--- src/rtl/fwd_select_unit_pkg.sv ---
// Shared constants for the EX-stage operand forwarding select logic.
// Select codes match the 4:1 operand mux control (in4..in1).
package fwd_select_unit_pkg;
    localparam int REG_ADDR_WIDTH = 5;

    localparam logic [1:0] FWD_SEL_REGFILE = 2'b00;
    localparam logic [1:0] FWD_SEL_WB      = 2'b01;
    localparam logic [1:0] FWD_SEL_MEM     = 2'b10;
    localparam logic [1:0] FWD_SEL_RSVD    = 2'b11;
endpackage

--- src/rtl/fwd_operand_cmp.sv ---
// Combinational next-select for one ALU operand: compares the ID source
// register against the EX and MEM producers, newest producer first.
module fwd_operand_cmp
    import fwd_select_unit_pkg::*;
#(
    parameter int REG_ADDR_W = REG_ADDR_WIDTH,
    parameter int SEL_W      = 2
) (
    input  logic [REG_ADDR_W-1:0] rs,
    input  logic [REG_ADDR_W-1:0] ex_rd,
    input  logic                  ex_we,
    input  logic [REG_ADDR_W-1:0] mem_rd,
    input  logic                  mem_we,
    output logic [SEL_W-1:0]      sel
);
    always_comb begin
        sel = SEL_W'(FWD_SEL_REGFILE);
        // x0 is hardwired zero, so a write to it never forwards
        if (rs != '0) begin
            if (ex_we && ex_rd == rs)
                sel = SEL_W'(FWD_SEL_MEM);
            else if (mem_we && mem_rd == rs)
                sel = SEL_W'(FWD_SEL_WB);
        end
    end
endmodule

--- src/rtl/fwd_select_unit.sv ---
// Forwarding select generator beside the ID/EX register: tracks rd/we through
// EX and MEM and registers per-operand mux selects. FWD_LOAD_STALL_EN adds load-use stall.
module fwd_select_unit
    import fwd_select_unit_pkg::*;
#(
    parameter int REG_ADDR_W = REG_ADDR_WIDTH,
    parameter int SEL_W      = 2
) (
    input  logic                  clk,
    input  logic                  rst,
    input  logic                  id_valid,
    input  logic [REG_ADDR_W-1:0] id_rs1,
    input  logic [REG_ADDR_W-1:0] id_rs2,
    input  logic [REG_ADDR_W-1:0] id_rd,
    input  logic                  id_reg_write,
    input  logic                  id_mem_read,
    input  logic                  flush,
    output logic [SEL_W-1:0]      fwd_a_sel,
    output logic [SEL_W-1:0]      fwd_b_sel,
    output logic                  stall
);
    localparam int NUM_OPS = 2;

    logic [REG_ADDR_W-1:0]               ex_rd, mem_rd;
    logic                                ex_we, mem_we;
    logic [NUM_OPS-1:0][REG_ADDR_W-1:0]  rs;
    logic [NUM_OPS-1:0][SEL_W-1:0]       nxt_sel, sel_q;
    logic                                bubble;

    assign rs        = {id_rs2, id_rs1};
    assign bubble    = flush || stall;
    assign fwd_a_sel = sel_q[0];
    assign fwd_b_sel = sel_q[1];

    for (genvar i = 0; i < NUM_OPS; i++) begin : g_op
        fwd_operand_cmp #(
            .REG_ADDR_W (REG_ADDR_W),
            .SEL_W      (SEL_W)
        ) u_cmp (
            .rs     (rs[i]),
            .ex_rd  (ex_rd),
            .ex_we  (ex_we),
            .mem_rd (mem_rd),
            .mem_we (mem_we),
            .sel    (nxt_sel[i])
        );
    end

    // MEM always advances, even on flush: the older instruction still commits
    always_ff @(posedge clk or posedge rst) begin
        if (rst) begin
            ex_rd  <= '0;
            ex_we  <= 1'b0;
            mem_rd <= '0;
            mem_we <= 1'b0;
            sel_q  <= '0;
        end else begin
            mem_rd <= ex_rd;
            mem_we <= ex_we;
            if (bubble) begin
                ex_rd <= '0;
                ex_we <= 1'b0;
                sel_q <= '0;
            end else begin
                ex_rd <= id_rd;
                ex_we <= id_reg_write && id_valid;
                sel_q <= id_valid ? nxt_sel : '0;
            end
        end
    end

`ifdef FWD_LOAD_STALL_EN
    logic ex_ld;

    // Load data is not ready until WB, so a dependent op waits one cycle
    assign stall = id_valid && ex_ld && (ex_rd != '0) &&
                   (ex_rd == id_rs1 || ex_rd == id_rs2);

    always_ff @(posedge clk or posedge rst) begin
        if (rst)
            ex_ld <= 1'b0;
        else
            ex_ld <= !bubble && id_mem_read && id_valid;
    end
`else
    logic unused_mem_read;

    assign unused_mem_read = id_mem_read;
    assign stall           = 1'b0;
`endif
endmodule

--- config.mk ---
export PLATFORM = sky130hd
export DESIGN_NAME = fwd_select_unit
export DESIGN_NICKNAME = d
export VERILOG_FILES = /design/src/rtl/fwd_select_unit_pkg.sv /design/src/rtl/fwd_operand_cmp.sv /design/src/rtl/fwd_select_unit.sv
export SDC_FILE = /design/constraint.sdc
export NUM_CORES = 1
export LEC_CHECK = 0
export CORE_UTILIZATION = 43
export DETAILED_ROUTE_END_ITERATION = 8
export GPL_ROUTABILITY_DRIVEN = 0
export PLACE_DENSITY = 0.81
export RECOVER_POWER = 50
export SYNTH_ARGS = -nofsm -noshare
export SYNTH_HDL_FRONTEND = slang
export SYNTH_SLANG_ARGS = --single-unit
--- constraint.sdc ---
create_clock -name clk -period 1.6 [get_ports clk]
set_clock_uncertainty 0.15 [all_clocks]
set_input_delay 0.32 -clock clk [delete_from_list [all_inputs] [get_ports clk]]
set_output_delay 0.32 -clock clk [all_outputs]
set_load 0.01 [all_outputs]
### Yosys cells after proc, flatten, opt, wreduce, memory -nomap -nowiden

Index checks and enable logic that the tools add are counted.

| word-level totals | value |
|---|---|
| bits in registers | 16 |
| bits of input ports | 21 |

| cells by class | value |
|---|---|
| reductions and logical operators | 7 |
| muxes and demuxes | 10 |
| equal/unequal tests | 4 |

Operator list:

| operator | count |
|---|---|
| $eq 5x5->1 | 4 |
| $reduce_bool 5->1 | 2 |
| $mux 2 | 4 |
| $mux 4 | 2 |
| $logic_and 1x1->1 | 5 |
| $mux 5 | 1 |
| $mux 1 | 3 |

### Longest topological paths before layout

| depth | value |
|---|---|
| word-level depth | 7 |
| gate-level depth with buffers | 4 |
| gate-level depth less buffers | 4 |

### By module

Synthesis repeated with hierarchy kept, for this count alone.

| second synthesis, totals | value |
|---|---|
| cells, all modules | 65 |
| area, all modules | 774.5 um^2 |

Modules (own cells, without submodules):

| module | area each (um^2) | instances | cells an instance |
|---|---|---|---|
| fwd_select_unit | 509.2 | 1 | 29 |
| fwd_operand_cmp | 132.6 | 2 | 18 |

### Worst setup path after synthesis

OpenSTA, ideal clock, no wires.

| timing path | value |
|---|---|
| kind | in2reg |
| from | input id_rs2[2] |
| to | register sel_q (netlist bit fwd_b_sel[0]) |
| buffers on the path | 0 |
| setup time | 0.120 ns |
| arrival | 1.148 ns |
| stages | 4 |
| slack | 0.183 ns |
| required time | 1.330 ns |
| cells stage by stage | or4_1 -> nor2_2 -> nor3_1 -> and3_1 |

| between the ends | value |
|---|---|
| longest elaborated chain between the ends | 7 |
| elaborated cells between the ends (all ways) | 10 |
| those cells by class | eq/ne: 2; mux: 5; reduce/logical: 3 |

Ends and longest elaborated chain:

| item | RTL line | RTL |
|---|---|---|
| start: declaration | fwd_select_unit.sv:13 | `input logic [REG_ADDR_W-1:0] id_rs2,` |
| $eq 5x5->1 | fwd_operand_cmp.sv:22 | `else if (mem_we && mem_rd == rs)` |
| $logic_and 1x1->1 | fwd_operand_cmp.sv:22 |  |
| $mux 1 | fwd_operand_cmp.sv:22 |  |
| $mux 2 | fwd_operand_cmp.sv:20 | `if (ex_we && ex_rd == rs)` |
| $mux 2 (*) | fwd_operand_cmp.sv:19 | `if (rs != '0) begin` |
| $mux 4 (*) | fwd_select_unit.sv:67 | `sel_q <= id_valid ? nxt_sel : '0;` |
| $mux 4 (*) | fwd_select_unit.sv:60 | `if (bubble) begin` |
| end signal: assignment | fwd_select_unit.sv:67 |  |
| end: declaration | fwd_select_unit.sv:27 | `logic [NUM_OPS-1:0][SEL_W-1:0] nxt_sel, sel_q;` |

Mark *: on every way between the ends. The rest lies on a longest branch, timed or not.

### Final worst setup path

| timing path | value |
|---|---|
| from | input id_rs1[1] |
| to | register sel_q (netlist bit fwd_a_sel[0]) |

| between the ends | value |
|---|---|
| longest elaborated chain between the ends | 7 |
| elaborated cells between the ends (all ways) | 10 |
| those cells by class | eq/ne: 2; mux: 5; reduce/logical: 3 |

Ends and longest elaborated chain:

| item | RTL line | RTL |
|---|---|---|
| start: declaration | fwd_select_unit.sv:12 | `input logic [REG_ADDR_W-1:0] id_rs1,` |
| $eq 5x5->1 | fwd_operand_cmp.sv:22 |  |
| $logic_and 1x1->1 | fwd_operand_cmp.sv:22 |  |
| $mux 1 | fwd_operand_cmp.sv:22 |  |
| $mux 2 | fwd_operand_cmp.sv:20 |  |
| $mux 2 (*) | fwd_operand_cmp.sv:19 |  |
| $mux 4 (*) | fwd_select_unit.sv:67 |  |
| $mux 4 (*) | fwd_select_unit.sv:60 |  |

Marks and branches as above.

==> run metrics <==
final setup violation count 0; Slew headroom 0.4442; grt ovf 0; buffers and inverters on the worst path 1; initial antenna violation count 0; max incr delay on CP 550 ps; Routed WL 1582 µm; Yosys top cell area share 0.5415; Area Growth Syn to Fin 53.47%; hold_sp ex_we; DRC 2; FILL cells approximately 120; HPWL after DPL 1194 µm; proportion of layout cells with a drive suffix above 1 0.1961; worst-path fanout max 2; Crit. Startpoint id_rs1[1]; Top Family by Delay on Critical Path simple AND/OR/NAND/NOR gates; type of the tightest min-delay check reg2reg; Hold Vio Cnt, Final 0; count leader, synth dfrtp_1; Antenna diodes 0; die area 0.001890 mm²; synth warn 0; r2r startpoint ex_rd[1]; Final Power 0.7854 mW; final worst path period share 0.9970; Post CTS Setup Buffer Count 0; crit path time final 1595 ps; Worst-Margin Slew around 830 ps; largest net degree at the start of global routing 17; IO Port Bufs 23; initial core utilization 0.4743; crit path max-delay cell type or4_1; I/O pin count 26; clock root buffer clkbuf_4; Critical Path, Cell by Cell clkdlybuf4s50_1 -> or4_1 -> o211ai_1 -> nor4bb_1; clock latency on the worst-skew pair roughly 270 ps; CTS tree built; async set-reset flop share out of synthesis 1.000; status finished with violations; Post-synth top cells dfrtp_1, xor2_1, xnor2_1; wire per inst 13.41 µm; CTS Buffer Depth 2; VDD IR max 0.0004227 V; drt first-iter violations 4; synth top area cells dfrtp_1, xor2_1, xnor2_1; # rows 14; mean post-synth cell area about 12 µm²; synth unique cells 20; CTS clk-pin slew, worst paths ~80 ps; Post-synth EDFFs 0; Syn Inst Count 63; Post-synth top flop dfrtp_1; Final nets 125; # clock sinks 16; post-route antenna net violation count 0; Post-Syn Nets between 80 and 90; Post-Syn Area ~740 µm²; H-Tree Depth 1; Synth area leader dfrtp_1; crit path capture type flop; via count 596; leakage power between 0.5 and 0.6 nW; cts bufs inserted 3; GRT Util Overall 0.1891; fmax around 630 MHz; power per standard cell area 692.0 mW/mm²; Seq/Total Area, Yosys 0.5415; Final Slew Violations 0; Max-Cap Viols 0; drt via density 5.051; vias in the first global route between 600 and 700; Die Wd 43.47 µm; Finished Core Util 0.7279; CP Data Arrival Time ~1600 ps; CORE AREA 0.001559 mm²; failing checks DRC; Pre-antenna DRT Iters 6; CP required 1610 ps; Die H 43.47 µm; crit path launch type primary input; Synth Register Bits 16; CP Class in2reg; first-pass GRT wire length 2587 µm
==> where the power goes <==
part | switching [mW] | internal (mW)
clock | 0.110 | 0.0870
combinational | 0.0591 | 0.0952
sequential | 0.0156 | 0.419
total | 0.184 | 0.601
==> state kept, by name (all words and copies together), names as in the netlist <==
signal     flops
ex_rd          5
mem_rd         5
mem_we         1
fwd_a_sel      2
fwd_b_sel      2
ex_we          1
==> kinds of logic after synthesis <==
logic type / count (synthesis) / share of synthesized area
flops: 16 / 0.5414
simple gates: 22 / 0.1844
buf+inv: 2 / 0.01523
other cells: 1 / 0.005071
compound gates: 2 / 0.01692
xor+xnor: 20 / 0.2369
==> per-stage QoR <==
step / hold slack, ps / area (µm²) / TNS, ps / worst slack, ps / std cells
floorplan: 83.74 / 739.5 / 0 / 182.8 / 63
global placement: 259.5 / 1087 / -987.6 / -277.9 / 115
detailed placement: 257.9 / 1087 / -1026 / -296.1 / 115
CTS: 181.1 / 1111 / 0 / 3.963 / 118
global route: 295.9 / 1135 / -11.34 / -11.34 / 118
finish: 278.3 / 1135 / 0 / 4.788 / 118
==> metal layers <==
metal  share of wire  GRT usage  vias to the layer above
li1                -          -                      288
met1            0.38     0.2204                      279
met2            0.56     0.3273                       25
met3           0.042    0.02917                        4
met4           0.016     0.1125                        0
met5               0          0                        -
==> cell usage in the layout (no fill, tap or decap), types with 2 or more instances in the layout <==
cell,synthesis,final
buf_4,1,13
clkbuf_4,0,3
clkdlybuf4s50_1,0,15
dfrtp_1,16,16
dlygate4sd2_1,0,3
dlymetal6s2s_1,0,5
nand3_1,2,2
nand4_1,2,2
nor2_1,2,2
nor2b_1,6,6
xnor2_1,9,9
xor2_1,11,11
==> final timing paths <==
check / endpoint / slack [ps] / cells after the start
max in group asynchronous: mem_rd[3] / 370 / 3
hold reg to reg: mem_we / 280 / 0
setup reg to reg: fwd_b_sel[0] / 160 / 4
min in group asynchronous: ex_rd[1] / 420 / 3
hold / removal: mem_we / 280 / 0
setup / recovery: fwd_a_sel[0] / 5 / 4
==> timing repair <==
item,4_1_cts,5_1_grt
setup endpoints to repair,4,3
pin swaps,0,5
resized for setup,4,8
hold buffers,0,0
==> area by class of cell <==
cell class                 count  area (µm²)  share of cell area
multi-input combinational     45       347.8              0.3065
timing repair buffer          37       340.3              0.2999
inverter                       1       3.754            0.003308
sequential                    16       400.4              0.3528
tap                           16       20.02             0.01764
clock buffer                   3       22.52             0.01985
No activity file was read; power rests on OpenSTA's default activity.
